**config.mk**
```make
export PLATFORM = sky130hd
export DESIGN_NAME = hack_ctrl_unit_flat
export DESIGN_NICKNAME = d
export VERILOG_FILES = /design/src/rtl/hack_ctrl_unit_if.sv /design/src/rtl/hack_ctrl_unit.sv /design/src/flat_wrapper.sv
export SDC_FILE = /design/constraint.sdc
export NUM_CORES = 1
export LEC_CHECK = 0
export CAP_MARGIN = 10
export CORE_ASPECT_RATIO = 1.5
export CORE_MARGIN = 2
export CORE_UTILIZATION = 65
export DETAILED_ROUTE_END_ITERATION = 12
export DONT_BUFFER_PORTS = 1
export PLACE_DENSITY = 0.8
export RECOVER_POWER = 50
export SLEW_MARGIN = 0
export SYNTH_ARGS = -nofsm -noshare
export SYNTH_HDL_FRONTEND = slang
export SYNTH_SLANG_ARGS = --single-unit
```
**constraint.sdc**
```tcl
create_clock -name clk -period 4.7 [get_ports clk]
set_clock_uncertainty 0.15 [all_clocks]
set_input_delay 1.175 -clock clk [delete_from_list [all_inputs] [get_ports clk]]
set_output_delay 1.175 -clock clk [all_outputs]
set_load 0.02 [all_outputs]
```
**src/rtl/hack_ctrl_unit_if.sv**
```systemverilog
// Bus bundle for hack_ctrl_unit: instruction handshake,
// ALU drive/return, memory write port, jump and status.
interface hack_ctrl_unit_if;
  logic        instr_valid;
  logic        instr_ready;
  logic [15:0] instr;
  logic [15:0] in_m;
  logic [15:0] alu_x;
  logic [15:0] alu_y;
  logic        zx;
  logic        nx;
  logic        zy;
  logic        ny;
  logic        f;
  logic        no;
  logic [15:0] alu_out;
  logic [15:0] out_m;
  logic [14:0] addr_m;
  logic        write_m;
  logic        m_ack;
  logic        pc_load;
  logic [14:0] pc_target;
  logic        done;
  logic        illegal;
  logic [15:0] a_reg;
  logic [15:0] d_reg;

  modport master (
    output instr_valid, instr, in_m, alu_out, m_ack,
    input  instr_ready, alu_x, alu_y,
    input  zx, nx, zy, ny, f, no,
    input  out_m, addr_m, write_m,
    input  pc_load, pc_target, done, illegal,
    input  a_reg, d_reg
  );

  modport slave (
    input  instr_valid, instr, in_m, alu_out, m_ack,
    output instr_ready, alu_x, alu_y,
    output zx, nx, zy, ny, f, no,
    output out_m, addr_m, write_m,
    output pc_load, pc_target, done, illegal,
    output a_reg, d_reg
  );
endinterface

```
**src/rtl/hack_ctrl_unit.sv**
```systemverilog
// Hack instruction-issue controller: IDLE/EXEC/WB over an external ALU.
// HACK_CTRL_ILLEGAL_TRAP_EN enables trapping C-instrs with ir[14:13]!=11.
module hack_ctrl_unit (
  input logic clk,
  input logic rst_n,
  hack_ctrl_unit_if.slave bus
);
  typedef enum logic [1:0] {IDLE, EXEC, WB} state_t;

  state_t state, state_nx;
  logic [15:0] ir, a, d, res;
  logic zr, ng;
  logic jmp, ill_in, ill_ir;
  logic wb_a, wb_c;
  logic ready, wr, dn, pcl, ill;
  logic [5:0] ctl;
  logic [15:0] ax, ay;

`ifdef HACK_CTRL_ILLEGAL_TRAP_EN
  assign ill_in = bus.instr[15] & (bus.instr[14:13] != 2'b11);
  assign ill_ir = ir[15] & (ir[14:13] != 2'b11);
`else
  assign ill_in = 1'b0;
  assign ill_ir = 1'b0;
`endif

  assign jmp = (ir[2] & ng) | (ir[1] & zr) | (ir[0] & ~ng & ~zr);

  always_ff @(posedge clk) begin
    if (!rst_n) begin
      state <= IDLE;
      ir    <= '0;
      a     <= '0;
      d     <= '0;
      res   <= '0;
      zr    <= 1'b0;
      ng    <= 1'b0;
    end else begin
      state <= state_nx;
      if (state == IDLE && bus.instr_valid)
        ir <= bus.instr;
      if (state == EXEC) begin
        res <= bus.alu_out;
        zr  <= (bus.alu_out == 16'h0);
        ng  <= bus.alu_out[15];
      end
      if (wb_a)
        a <= ir;
      if (wb_c) begin
        if (ir[5]) a <= res;
        if (ir[4]) d <= res;
      end
    end
  end

  always_comb begin
    state_nx = state;
    ready    = 1'b0;
    wr       = 1'b0;
    dn       = 1'b0;
    pcl      = 1'b0;
    ill      = 1'b0;
    wb_a     = 1'b0;
    wb_c     = 1'b0;
    ctl      = '0;
    ax       = '0;
    ay       = '0;
    unique case (state)
      IDLE: begin
        ready = 1'b1;
        if (bus.instr_valid) begin
          if (!bus.instr[15] || ill_in)
            state_nx = WB;
          else
            state_nx = EXEC;
        end
      end
      EXEC: begin
        ctl      = ir[11:6];
        ax       = d;
        ay       = ir[12] ? bus.in_m : a;
        state_nx = WB;
      end
      WB: begin
        if (!ir[15]) begin
          dn       = 1'b1;
          wb_a     = 1'b1;
          state_nx = IDLE;
        end else if (ill_ir) begin
          ill      = 1'b1;
          dn       = 1'b1;
          state_nx = IDLE;
        end else begin
          wr = ir[3];
          // M destination retires only on the acknowledge cycle
          if (!ir[3] || bus.m_ack) begin
            dn       = 1'b1;
            pcl      = jmp;
            wb_c     = 1'b1;
            state_nx = IDLE;
          end
        end
      end
      default: state_nx = IDLE;
    endcase
  end

  assign bus.instr_ready = ready;
  assign {bus.zx, bus.nx, bus.zy, bus.ny, bus.f, bus.no} = ctl;
  assign bus.alu_x     = ax;
  assign bus.alu_y     = ay;
  assign bus.write_m   = wr;
  assign bus.out_m     = wr ? res : 16'h0;
  assign bus.addr_m    = wr ? a[14:0] : 15'h0;
  assign bus.pc_load   = pcl;
  assign bus.pc_target = a[14:0];
  assign bus.done      = dn;
  assign bus.illegal   = ill;
  assign bus.a_reg     = a;
  assign bus.d_reg     = d;
endmodule

```
**src/flat_wrapper.sv**
```systemverilog
// flat-port wrapper written by rule: the top's interface ports become plain ports
module hack_ctrl_unit_flat 
  (clk, rst_n, bus_instr_valid, bus_instr, bus_in_m, bus_alu_out, bus_m_ack, bus_instr_ready, bus_alu_x, bus_alu_y, bus_zx, bus_nx, bus_zy, bus_ny, bus_f, bus_no, bus_out_m, bus_addr_m, bus_write_m, bus_pc_load, bus_pc_target, bus_done, bus_illegal, bus_a_reg, bus_d_reg);
  hack_ctrl_unit_if bus_i ();
  input logic clk;
  input logic rst_n;
  input wire logic [$bits(bus_i.instr_valid)-1:0] bus_instr_valid;
  input wire logic [$bits(bus_i.instr)-1:0] bus_instr;
  input wire logic [$bits(bus_i.in_m)-1:0] bus_in_m;
  input wire logic [$bits(bus_i.alu_out)-1:0] bus_alu_out;
  input wire logic [$bits(bus_i.m_ack)-1:0] bus_m_ack;
  output wire logic [$bits(bus_i.instr_ready)-1:0] bus_instr_ready;
  output wire logic [$bits(bus_i.alu_x)-1:0] bus_alu_x;
  output wire logic [$bits(bus_i.alu_y)-1:0] bus_alu_y;
  output wire logic [$bits(bus_i.zx)-1:0] bus_zx;
  output wire logic [$bits(bus_i.nx)-1:0] bus_nx;
  output wire logic [$bits(bus_i.zy)-1:0] bus_zy;
  output wire logic [$bits(bus_i.ny)-1:0] bus_ny;
  output wire logic [$bits(bus_i.f)-1:0] bus_f;
  output wire logic [$bits(bus_i.no)-1:0] bus_no;
  output wire logic [$bits(bus_i.out_m)-1:0] bus_out_m;
  output wire logic [$bits(bus_i.addr_m)-1:0] bus_addr_m;
  output wire logic [$bits(bus_i.write_m)-1:0] bus_write_m;
  output wire logic [$bits(bus_i.pc_load)-1:0] bus_pc_load;
  output wire logic [$bits(bus_i.pc_target)-1:0] bus_pc_target;
  output wire logic [$bits(bus_i.done)-1:0] bus_done;
  output wire logic [$bits(bus_i.illegal)-1:0] bus_illegal;
  output wire logic [$bits(bus_i.a_reg)-1:0] bus_a_reg;
  output wire logic [$bits(bus_i.d_reg)-1:0] bus_d_reg;
  assign bus_i.instr_valid = bus_instr_valid;
  assign bus_i.instr = bus_instr;
  assign bus_i.in_m = bus_in_m;
  assign bus_i.alu_out = bus_alu_out;
  assign bus_i.m_ack = bus_m_ack;
  assign bus_instr_ready = bus_i.instr_ready;
  assign bus_alu_x = bus_i.alu_x;
  assign bus_alu_y = bus_i.alu_y;
  assign bus_zx = bus_i.zx;
  assign bus_nx = bus_i.nx;
  assign bus_zy = bus_i.zy;
  assign bus_ny = bus_i.ny;
  assign bus_f = bus_i.f;
  assign bus_no = bus_i.no;
  assign bus_out_m = bus_i.out_m;
  assign bus_addr_m = bus_i.addr_m;
  assign bus_write_m = bus_i.write_m;
  assign bus_pc_load = bus_i.pc_load;
  assign bus_pc_target = bus_i.pc_target;
  assign bus_done = bus_i.done;
  assign bus_illegal = bus_i.illegal;
  assign bus_a_reg = bus_i.a_reg;
  assign bus_d_reg = bus_i.d_reg;
  hack_ctrl_unit u_core (.clk(clk), .rst_n(rst_n), .bus(bus_i));
endmodule
```
==> results.sh <==
export IMPL_required_ns=3.38
export IMPL_fin_crit_sh_pct=74.4
export IMPL_fin_hold_ws_ns=0.334
export IMPL_outcome="finished, violations left"
export IMPL_grt_pass1_wl_um=12700
export IMPL_core_area_um2=5120
export IMPL_syn_to_final_growth_pct=0.0730
export IMPL_ff2ff_path_depth=3
export IMPL_crit_chain="and3b_1 > and3_1"
export IMPL_cts_sinks=67
export IMPL_hold_path_class="register to register"
export IMPL_drv_slew=17
export IMPL_nets=429
export IMPL_grtUsageTotal_pct=27.6
export IMPL_cts_buffers=9
export IMPL_cp_arrival_ns=2.17
export IMPL_start_kind="register"
export IMPL_clk_pin_slew_worst_paths_ns=0.06
export IMPL_hold_viol_final=0
export IMPL_dr_total_vias=2785
export IMPL_slowest_stage="and3b_1"
export IMPL_fin_setup_tns_ns=0
export IMPL_ioPinCount=173
export IMPL_cts_resized=0
export IMPL_grt_pass1_vias=2531
export IMPL_syn_nets=468
export IMPL_die_area_um2=5890
export IMPL_critPathCaptureType="output port"
export IMPL_synthCells=416
export IMPL_power_total_mw=1.15
export IMPL_first_pass_iters=5
export IMPL_critical_path_class="register to output port"
export IMPL_worst_pin_slew_ns=1.74
export IMPL_relSlewSlack_pct=-17.3
export IMPL_rsz0062_at_grt="no"
export IMPL_finalSetupViolCount=0
export IMPL_ys_seq_area_share_pct=39.1
export IMPL_period_needed_ns=3.50
export IMPL_cts_setup_buffers=0
export IMPL_violations="max-capacitance violations, max-slew violations"
export IMPL_rows=32
export IMPL_powerDensity_nw_per_um2=334
export IMPL_drt_wl_total_um=8270
export IMPL_drive_gt1_share_pct=4.71
export IMPL_clock_path_buffers=2
export IMPL_fp_dieW_um=63.3
export IMPL_crit_path_max_incr_delay_ns=0.96
export IMPL_initial_utilization_pct=67.0
export IMPL_grt_antenna_before_repair=0
export IMPL_synth_flop_cell="dfxtp_1"
export IMPL_worstHoldPathCells=2
export IMPL_grt_max_degree=70
export IMPL_cts_tree="done"
export IMPL_port_buffer_count=0
export IMPL_drc_errors=0
export IMPL_cts_hold_buf=0
export IMPL_synth_edf_count=0
export IMPL_dp_hpwl_um=5790
export IMPL_synth_cell_types=34
export IMPL_path_buf_inv=0
export IMPL_max_freq_ghz=0.286
export IMPL_final_antenna_net_count=0
export IMPL_async_flop_share_pct=0
export IMPL_yosysWarnings=0
export IMPL_cpLargestDelayFamily="simple AND/OR/NAND/NOR gates"
export IMPL_p_leak_nw=1.23
export IMPL_synth_area_um2=3430
export IMPL_clk_latency_ns=0.33
export IMPL_wl_per_cell_um=18.4
export IMPL_avgSynthCellArea_um2=8.25
export IMPL_cp_max_fo=37
export IMPL_grt_overflow_total=0
export IMPL_ys_ff_latch=67
export IMPL_gp_congestion=0.841
export IMPL_cts_htree_levels=3
export IMPL_drv_cap=1
export IMPL_die_h_um=93.0
export IMPL_vias_per_cell=6.19
export IMPL_cp_num_cells=2
export IMPL_ctsRootBufferMaster="clkbuf_8"
export IMPL_antenna_cells=0
export IMPL_drt_iter0_drc=130
export IMPL_ir_drop_v=0.000247
[worst min-delay path, stage by stage (launching register included)]
cell	delay (ns)
dfxtp_1	0.32
nand2_1	0.05
a31oi_1	0.07
[metrics by stage]
stage          std cells  instance area [µm²]  util, %  setup slack, ns
2_1_floorplan        416                 3430        -             1.36
3_3_place_gp         434                 3250     63.5             1.46
3_5_place_dp         434                 3250     63.5             1.42
4_1_cts              450                 3440     67.1             1.26
5_1_grt              450                 3440     67.0             1.13
6_report             450                 3440     67.0             1.20
[Yosys cell counts (all sizes together) (3+ instances only)]
cell / count / share of area, %
a21boi: 19 / 4.2
a22o: 16 / 4.1
a31oi: 14 / 2.6
and2: 24 / 4.4
and3: 33 / 6.0
buf: 29 / 6.1
clkbuf: 25 / 2.8
dfxtp: 67 / 39
mux2i: 32 / 9.3
nand2: 93 / 10
nand2b: 3 / 0.55
nand3: 3 / 0.44
nor2: 19 / 2.1
nor2b: 3 / 0.55
nor4: 3 / 0.55
o41ai: 15 / 3.8
[report_power, final]
part	switching, mW	total, mW	internal [mW]
clock	0.196	0.456	0.260
combinational	0.0467	0.0778	0.0311
sequential	0.0296	0.615	0.585
total	0.273	1.15	0.876
[cell usage in the layout, fill, tap and decap left out, types with 2 or more instances in the layout]
| cell | count |
|---|---|
| a21boi_0 | 19 |
| a21oi_1 | 2 |
| a22o_1 | 16 |
| a31oi_1 | 14 |
| and2_1 | 24 |
| and3_1 | 33 |
| buf_4 | 3 |
| clkbuf_1 | 5 |
| clkbuf_8 | 10 |
| dfxtp_1 | 67 |
| mux2i_1 | 32 |
| nand2_1 | 93 |
| nand2b_1 | 3 |
| nand3_1 | 3 |
| nand4_1 | 2 |
| nor2_1 | 19 |
| nor2b_1 | 2 |
| nor3_1 | 2 |
| nor4_1 | 3 |
| o41ai_1 | 15 |
[worst paths after layout]
path / startpoint / to / slack (ns)
max reg2reg: u_core.state[1] / u_core.bus.d_reg[11] / 1.81
max: u_core.state[1] / bus_addr_m[12] / 1.20
min reg2reg: u_core.ir[13] / u_core.bus.a_reg[13] / 0.33
min: u_core.ir[13] / u_core.bus.a_reg[13] / 0.33
[cell families (layout without fill, tap and decap cells)]
group	count (synthesis)	after routing	share of synthesized area (%)
AO/OA/AOI/OAI	71	71	16.0
flip-flops	67	67	39.1
AND/OR/NAND/NOR	190	190	26.5
multiplexers	32	32	9.33
other	1	1	0.109
buffers and inverters	55	21	8.96
[per-layer routing]
layer / vias up / routed length (µm) / global-route usage [%]
li1: 1355 / - / -
met1: 1305 / 3350 / 34.2
met2: 120 / 4210 / 46.0
met3: 5 / 653 / 5.66
met4: 0 / 51 / 12.7
met5: - / 0 / 0
[cell type report]
class                      instances  area, µm²
fill                             448       1690
multi-input combinational        294       1790
clock buffer                      14        153
sequential                        67       1340
timing repair buffer               4       26.3
tap                               68       85.1
clock inverter                     2       35.0
inverter                           1       3.75
No activity file was read; power rests on OpenSTA's default activity.
